--- src/rtl/sync_fifo_stream_reader.sv ---
// Read-side adapter for sync_fifo: drains the 1-cycle-latency read port into a
// 2-entry skid buffer and presents it as a valid/ready stream.
module sync_fifo_stream_reader #(
    parameter int DATA_WIDTH = 64,
    parameter int CNT_WIDTH  = 16
) (
    input  logic                  clock,
    input  logic                  rst,
    input  logic [DATA_WIDTH-1:0] fifo_dout,
    input  logic                  fifo_empty,
    output logic                  fifo_rd_en,
    input  logic                  flush,
    output logic [DATA_WIDTH-1:0] m_data,
    output logic                  m_valid,
    input  logic                  m_ready,
    output logic [CNT_WIDTH-1:0]  words_out
);

    localparam logic [1:0] ST_EMPTY = 2'd0;
    localparam logic [1:0] ST_ONE   = 2'd1;
    localparam logic [1:0] ST_TWO   = 2'd2;

    logic [1:0]            r_occ;
    logic                  r_inflight;
    logic [DATA_WIDTH-1:0] r_buf0;
    logic [DATA_WIDTH-1:0] r_buf1;
    logic [CNT_WIDTH-1:0]  r_words;

    logic                  w_pop;
    logic [2:0]            w_level;
    logic                  w_slot0;
    logic [1:0]            w_occ_next;
    logic [DATA_WIDTH-1:0] w_buf0_next;
    logic [DATA_WIDTH-1:0] w_buf1_next;

    assign m_valid   = (r_occ != ST_EMPTY);
    assign m_data    = r_buf0;
    assign words_out = r_words;
    assign w_pop     = m_valid & m_ready;

    // Occupancy after this cycle's capture and pop; a new read may only be
    // issued if its word is guaranteed a free slot when it lands.
    assign w_level    = {1'b0, r_occ} + {2'b0, r_inflight} - {2'b0, w_pop};
    assign fifo_rd_en = rst & ~flush & ~fifo_empty & (w_level < 3'd2);

    always_comb begin
        w_occ_next = r_occ;
        case (r_occ)
            ST_EMPTY: begin
                if (r_inflight) w_occ_next = ST_ONE;
            end
            ST_ONE: begin
                if (r_inflight && !w_pop)      w_occ_next = ST_TWO;
                else if (!r_inflight && w_pop) w_occ_next = ST_EMPTY;
            end
            ST_TWO: begin
                if (w_pop && !r_inflight) w_occ_next = ST_ONE;
            end
            default: w_occ_next = ST_EMPTY;
        endcase
    end

    // Captured word lands in the first slot that is free after the pop shift.
    assign w_slot0 = (r_occ == ST_EMPTY) || ((r_occ == ST_ONE) && w_pop);

    always_comb begin
        w_buf0_next = r_buf0;
        w_buf1_next = r_buf1;
        if (w_pop) w_buf0_next = r_buf1;
        if (r_inflight) begin
            if (w_slot0) w_buf0_next = fifo_dout;
            else         w_buf1_next = fifo_dout;
        end
    end

    always_ff @(posedge clock) begin
        if (!rst) begin
            r_occ      <= ST_EMPTY;
            r_inflight <= 1'b0;
            r_buf0     <= '0;
            r_buf1     <= '0;
            r_words    <= '0;
        end else if (flush) begin
            r_occ      <= ST_EMPTY;
            r_inflight <= 1'b0;
        end else begin
            r_occ      <= w_occ_next;
            r_inflight <= fifo_rd_en;
            r_buf0     <= w_buf0_next;
            r_buf1     <= w_buf1_next;
            if (w_pop) r_words <= r_words + 1'b1;
        end
    end

    a_no_overflow: assert property (@(posedge clock) disable iff (!rst)
        !((r_occ == ST_TWO) && r_inflight && !w_pop));

    a_no_read_empty: assert property (@(posedge clock)
        !(fifo_rd_en && fifo_empty));

    a_occ_legal: assert property (@(posedge clock) disable iff (!rst)
        r_occ != 2'd3);

endmodule

--- config.mk ---
export PLATFORM = sky130hd
export DESIGN_NAME = sync_fifo_stream_reader
export DESIGN_NICKNAME = d
export VERILOG_FILES = /design/src/rtl/sync_fifo_stream_reader.sv
export SDC_FILE = /design/constraint.sdc
export NUM_CORES = 1
export LEC_CHECK = 0
export ABC_AREA = 1
export BUFFER_PORTS_ARGS = -buffer_cell sky130_fd_sc_hd__buf_2
export CAP_MARGIN = 0
export CORE_MARGIN = 4
export CORE_UTILIZATION = 50
export CTS_BUF_LIST = sky130_fd_sc_hd__clkbuf_8
export DETAILED_ROUTE_END_ITERATION = 10
export PLACE_DENSITY = 0.72
export REMOVE_ABC_BUFFERS = 1
export SYNTH_ARGS = -nofsm -noshare
export SYNTH_HDL_FRONTEND = slang
export SYNTH_SLANG_ARGS = --single-unit
--- constraint.sdc ---
create_clock -name clock -period 5.98 [get_ports clock]
set_input_delay 1.196 -clock clock [delete_from_list [all_inputs] [get_ports clock]]
set_output_delay 1.196 -clock clock [all_outputs]
set_load 0.02 [all_outputs]
==> results of run 1 <==
through the flow:
step	util	setup slack [ns]
after detailed placement	0.571	1.71
final	0.598	1.72
after global placement	0.571	1.68
after CTS	0.598	1.70
after floorplan	-	0.231
after global routing	0.598	1.50
layout make-up:
cell class	count	area, µm²	area share
flip-flops and latches	147	2940	0.389
multi-input cells	593	2890	0.382
repair buffers	156	798	0.105
inverters	105	394	0.0521
clock buffers	21	289	0.0382
well taps	172	215	0.0284
clock inverters	9	42.5	0.00562
final timing paths:
kind | start | to | slack [ns] | cells past startpoint
setup / recovery | flush | fifo_rd_en | 1.72 | 6
hold / removal | r_buf1[25]$_SDFFE_PN0P_ | r_buf1[25]$_SDFFE_PN0P_ | 0.45 | 2
setup reg to reg | r_occ[1]$_SDFFE_PP0P_ | r_inflight$_SDFF_PP0_ | 3.74 | 8
hold reg to reg | r_buf1[25]$_SDFFE_PN0P_ | r_buf1[25]$_SDFFE_PN0P_ | 0.45 | 2
state kept, by name, summed over array words and instances (netlist names):
name        cells
r_occ           2
r_inflight      1
m_data         64
r_buf1         64
words_out      16
routing by layer:
layer	vias to the layer above	part of all wire	global-route usage	wire [µm]
met2	166	0.43	0.319	6930
met1	2714	0.48	0.309	7620
met5	-	0.00044	0	7
li1	3215	-	-	-
met4	2	0.015	0.0742	244
met3	22	0.070	0.0613	1120
worst max-delay path: cells and delay by family:
family | cells | cell delay [ns]
buffers and inverters | 4 | 0.89
AND/OR/NAND/NOR | 2 | 0.93
power by group through the flow:
| stage | clock network (mW) | logic [mW] | registers, mW |
|---|---|---|---|
| 2_1_floorplan | 0 | 0.0617 | 1.04 |
| 3_3_place_gp | 0 | 0.154 | 1.03 |
| 3_5_place_dp | 0 | 0.155 | 1.03 |
| 4_1_cts | 0.687 | 0.155 | 1.00 |
| 5_1_grt | 0.727 | 0.174 | 1.01 |
| 6_report | 0.668 | 0.155 | 1.00 |
layout by cell type, fill, tap and decap left out, types with 3 or more instances in the layout:
master,n
dfxtp_1,147
o211ai_1,15
nor2_1,35
nand3_1,76
nor2_2,3
clkbuf_8,21
buf_2,149
o22ai_1,16
o21ai_0,173
clkinv_2,4
inv_1,107
buf_4,7
a21oi_1,75
nand2_1,173
cell families after synthesis:
family                   share of synthesized area
AND/OR/NAND/NOR                              0.203
AO/OA/AOI/OAI                                0.232
buffers and inverters                        0.104
flip-flops                                   0.453
XOR/XNOR                                   0.00135
adder cells (fa/ha/maj)                    0.00694
==> impl_results.md, run 1 <==
- Count of input and output buffers: 150
- Area of the placeable core: around 13000 µm²
- Number of global-route vias before repair: approximately 5400
- Placed Cells incl. Taps: 1173
- GRT Util Overall: 0.218
- Fraction of the cycle the final worst path needs: 0.712
- Fin nets: approximately 1100
- Die Span X: between 100 and 150 µm
- Ports placed on the boundary: approximately 150
- Max IR drop VDD: about 0.2 mV
- Endpoint class of the critical path: primary output
- Leakage power: 3.49 nW
- Number of enable-type register cells in the synthesized netlist: 0
- Largest net degree at the start of global routing: about 120
- Fraction of power consumed by combinational cells: 0.085
- Critical Path Start Type: primary input
- Placement row count: 41
- Start-to-end type of the worst setup path: in -> out
- Most instantiated flip-flop cell in the synthesis netlist: dfxtp_1
- Reported net switching power: roughly 0.46 mW
- Final Slew Violations: 0
- Effective utilization at floorplan: 0.512
- Post-Synthesis Cell Area: about 6500 µm²
- Number of warnings reported in the yosys synthesis log: 0
- First-pass GRT wire length: 26300 µm
- Vias per Instance: 5.09
- Average footprint of a synthesized cell: between 7 and 8 µm²
- H-Tree Level Count: 4
- Post-CTS setup-driven buffer insertion count: 0
- Cells along the critical path: buf_2, nor2_2, inv_1, buf_4, nor4_1, buf_2
- Iteration-0 DRC count of the detailed router: around 500
- Clock root buffer: clkbuf_8
- Top achievable clock speed: 235 MHz
- Average detailed-routed wire length per instance: 13.2 µm
- Overall overflow remaining after global route: 0
- Insertion delay of the later-clocked pin in the worst-skew pair: approximately 0.44 ns
- Delay contributed by the slowest stage of the critical path: roughly 0.66 ns
- Internal cell power: 1.36 mW
- Synthesized instance count: about 910
- Post-synthesis async set-or-reset flop share: 0
- Length of the first detailed-routing pass in iterations: 5
- Distinct cell type count after synthesis: 37
- Critical path arrival: between 3 and 4 ns
- Worst hold slack: around 0.45 ns
- Setup total negative slack: 0 ns
- Clock Pin Slew Worst Setup and Hold Paths: roughly 0.070 ns
- Area growth from synthesis to layout: 16.6%
- Clock skew: slightly above 0.008 ns
- Areal power density over the cells: about 240 nW/µm²
- RSZ-0062 raised after global routing: false
- Most instantiated cells after synthesis: 173 x nand2_1, 173 x o21ai_0, 147 x dfxtp_1
- Clock tree buffer depth: 2
- Post-route standard cell area excluding fillers: 7570 µm²
- Outcome: complete, no violations
- Hold/Removal Path Class: reg -> reg
- Placer Congestion: between 0.7 and 0.8
- Share of the yosys chip area belonging to registers: 0.453
- Maximum fanout along the worst path: 40
- CP required: about 4.8 ns
- Clock network power share: 0.366
- Proportion of layout cells with a drive suffix above 1: 0.189
- Final Power: between 1.5 and 2 mW
- Total wire length after detailed routing: around 16000 µm
- Clock tree from TritonCTS: built
- Count of final setup violators: 0
- Pin slew with the least headroom to its limit: approximately 1.1 ns
- Cell occurring most often along the worst timing path: buf_2
- Number of maximum-capacitance violations: 0
- Number of antenna violations at the first check in global routing: 1
- Number of buffers added by the clock tree synthesis step: 17
- Final Non-Filler Cells: between 1000 and 1500
- Vias post-DR: slightly above 6000
- Headroom to the max-slew limit: 0.255
- Overall die height: roughly 120 µm
- Placed wire-length estimate after detailed placement: approximately 10000 µm
- Fill cell instance count of the final layout: 1265
- Residual DRC count: 0
- Sw frac: 0.254
- Final-report hold violation count: 0
- Die Outline Area: about 15000 µm²
- Area share of the leading cell type in the synthesized netlist: 0.453
- Number of nets still failing antenna checks after routing: 0
- Area of placed instances: 7240 µm²
- FF+latch count, synth: ~150
- Largest cells by area after synthesis: dfxtp_1 45%, o21ai_0 13%, nand2_1 10%
- Sequential group share of total power: 0.549
- Clk sinks: 147
- Cell type contributing the most total cell area after synthesis: dfxtp_1
- Cells resized by post-CTS repair: 0
- Tmin final: 4.26 ns
- Cell with the largest stage delay on the worst path: nor2_2
- Antenna diode count: 0
- Count of hold buffers inserted by post-cts repair: 0
Note: power is estimated with default switching activity, not from simulation.
==> run 2, diff against run 1 <==
- ABC_AREA: 1 -> 0
- clock period: 5.98 -> 4.26 ns (I/O delays scaled with it)
==> run 2 against run 1 <==
  * Area after synthesis is 3.9% lower
  * Worst setup slack got worse by 1.3 ns
  * Register-to-register slack got worse by 2.0 ns
  * Combinational power up 35%
  * Sequential share of layout area rose by 0.49 points
  * Clock power rose by 72%
  * Clock skew about the same
  * Clock-buffer cell count is 1 higher
  * Critical path type is now reg -> out
  * Largest cell class is now multi-input combinational cells
  * Largest power group unchanged
==> impl_results.md, run 2 <==
- H-Tree Level Count: 4
- Die Span X: 120 µm
- Number of warnings reported in the yosys synthesis log: 0
- Cells resized by post-CTS repair: 0
- Clock skew: approximately 0.008 ns
- Area of the placeable core: 12100 µm²
- Cell with the largest stage delay on the worst path: dfxtp_1
- Average footprint of a synthesized cell: about 8.7 µm²
- Minimum setup slack among reg-to-reg paths: around 1.8 ns
- Placement row count: 40
- Fin nets: between 900 and 1000
- Effective utilization at floorplan: 0.515
- Proportion of layout cells with a drive suffix above 1: 0.233
- Setup total negative slack: 0 ns
- Post-layout worst setup margin: 0.447 ns
- Antenna diode count: 0
- Cell type contributing the most total cell area after synthesis: dfxtp_1
- Combined area of the multi-input logic cells: 3070 µm²
- Placed wire-length estimate after detailed placement: 9880 µm
- Post-CTS setup-driven buffer insertion count: 0
- RSZ-0062 raised after global routing: false
- CP required: 3.41 ns
- Endpoint class of the critical path: primary output
- Maximum fanout along the worst path: 11
- Average detailed-routed wire length per instance: between 15 and 20 µm
- Pin slew with the least headroom to its limit: around 1.2 ns
- Outcome: complete, no violations
- Areal power density over the cells: 371 nW/µm²
- Total wire length after detailed routing: roughly 16000 µm
- Hold/Removal Path Class: reg -> reg
- Delay contributed by the slowest stage of the critical path: about 0.64 ns
- Tmin final: 3.81 ns
- Clk sinks: 147
- Number of maximum-capacitance violations: 0
- Leakage power: approximately 3.5 nW
- Distinct cell type count after synthesis: 39
- FF+latch count, synth: around 150
- Overall die height: ~120 µm
- Vias per Instance: 5.42
- Crit path max-delay family: adder cells
- Worst slack at placement: between 0.6 and 0.7 ns
- Most frequent cells in the layout: 173 x nand2_1, 150 x buf_2, 147 x dfxtp_1, 73 x a21oi_1, 65 x mux2i_1
- Post-Synthesis Cell Area: between 6000 and 7000 µm²
- Ports placed on the boundary: 151
- Critical path arrival: roughly 3.0 ns
- Number of antenna violations at the first check in global routing: 2
- Largest cells by area after synthesis: dfxtp_1 47%, mux2i_1 10%, nand2_1 10%
- Area growth from synthesis to layout: 19.9%
- Most common cell after layout, fill and taps aside: nand2_1
- Worst Path Buf+Inv: 2
- Largest net degree at the start of global routing: 81
- Number of nets still failing antenna checks after routing: 0
- Count of input and output buffers: 150
- Count of hold buffers inserted by post-cts repair: 0
- Clock root buffer: clkbuf_8
- Total area of sequential cells: 2940 µm²
- Vias post-DR: ~5500
- Headroom to the max-slew limit: 0.173
- Synthesized instance count: 714
- Number of global-route vias before repair: roughly 5300
- Most instantiated cells after synthesis: 173 x nand2_1, 147 x dfxtp_1, 74 x a21oi_1
- Overall overflow remaining after global route: 0
- Fill cell instance count of the final layout: approximately 1100
- Number of enable-type register cells in the synthesized netlist: 0
- Share of the yosys chip area belonging to registers: 0.472
- Final-report hold violation count: 0
- Cells along the critical path: o21a_4, inv_4, ha_1, or2b_1, fa_1, xor2_1, nor4b_1, buf_2
- Fraction of the cycle the final worst path needs: 0.895
- GRT Util Overall: 0.221
- Placer Congestion: 0.780
- Residual DRC count: 0
- Die Outline Area: ~14000 µm²
- First-pass GRT wire length: roughly 26000 µm
- Count of final setup violators: 0
- Clock Pin Slew Worst Setup and Hold Paths: 0.08 ns
- Critical Path Start Type: flop
- Clock tree buffer depth: 2
- Area share of the leading cell type in the synthesized netlist: 0.472
- Number of buffers added by the clock tree synthesis step: 17
- Most instantiated flip-flop cell in the synthesis netlist: dfxtp_1
- Start-to-end type of the worst setup path: reg -> out
- Post-synthesis async set-or-reset flop share: 0
- Most repeated cell in the gate-level netlist after synthesis: nand2_1
- Clock tree from TritonCTS: built
- Iteration-0 DRC count of the detailed router: roughly 430
- Length of the first detailed-routing pass in iterations: 5
- Insertion delay of the later-clocked pin in the worst-skew pair: 0.45 ns
- Top achievable clock speed: 262 MHz
- Final Slew Violations: 0
- Max IR drop VDD: 0.204 mV
run 2: cell count changes after synthesis, moves of 16 or more:
cell,change
and2_1,+20
inv_1,-101
nor2_1,-23
o21ai_0,-170
o2bb2ai_1,+24
mux2i_1,+65
o22ai_1,-16
nand3_1,-68
nand2b_1,+40
a22oi_1,+40
run 2: through the flow:
step           total power, mW  utilization  cell area [µm²]  hold WS (ns)  cells
2_1_floorplan             1.55            -             6010         0.431    659
3_3_place_gp              1.65        0.582             7050         0.436    984
3_5_place_dp              1.65        0.582             7050         0.441    984
4_1_cts                   2.80        0.617             7480         0.451   1016
5_1_grt                   2.89        0.617             7480         0.465   1016
6_report                  2.77        0.617             7480         0.449   1016
run 2: worst min-delay path: stages, from the launching register on:
cell	delay, ns
dfxtp_1	0.31
nand2_1	0.05
a21oi_1	0.05
run 2: final cells by class:
type	instances	share of cell area
clock inverters	10	0.0172
clock buffers	22	0.0405
repair buffers	157	0.107
multi-input cells	507	0.410
inverters	5	0.00284
well taps	168	0.0281
flip-flops and latches	147	0.394
run 2: layer usage:
metal / vias up / global-route usage / share of wire
li1: 2684 / - / -
met1: 2588 / 0.288 / 0.44
met2: 205 / 0.351 / 0.47
met3: 23 / 0.0608 / 0.075
met4: 4 / 0.0845 / 0.017
met5: - / 0 / 0.0013
run 2: cells by family after synthesis:
logic type,count (synthesis),synth area share
compound gates,150,0.156
xor+xnor,10,0.0140
fa+ha+maj,3,0.00722
buf+inv,60,0.0405
flops,147,0.472
mux,65,0.104
simple gates,279,0.206
run 2: path summary, 6_finish.rpt:
path / depth (start not counted) / start / to
setup / recovery: 8 / r_occ[1]$_SDFFE_PP0P_ / fifo_rd_en
hold / removal: 2 / r_buf1[3]$_SDFFE_PN0P_ / r_buf1[3]$_SDFFE_PN0P_
setup reg to reg: 4 / r_occ[0]$_SDFFE_PP0P_ / m_data[12]$_SDFFE_PN0N_
hold reg to reg: 2 / r_buf1[3]$_SDFFE_PN0P_ / r_buf1[3]$_SDFFE_PN0P_
run 2: where the power goes:
part | leakage (nW) | switching (mW) | total, mW | internal, mW
Sequential | 1.19 | 0.0134 | 1.41 | 1.40
Clock | 0.222 | 0.502 | 1.15 | 0.651
Combinational | 2.06 | 0.133 | 0.210 | 0.0775
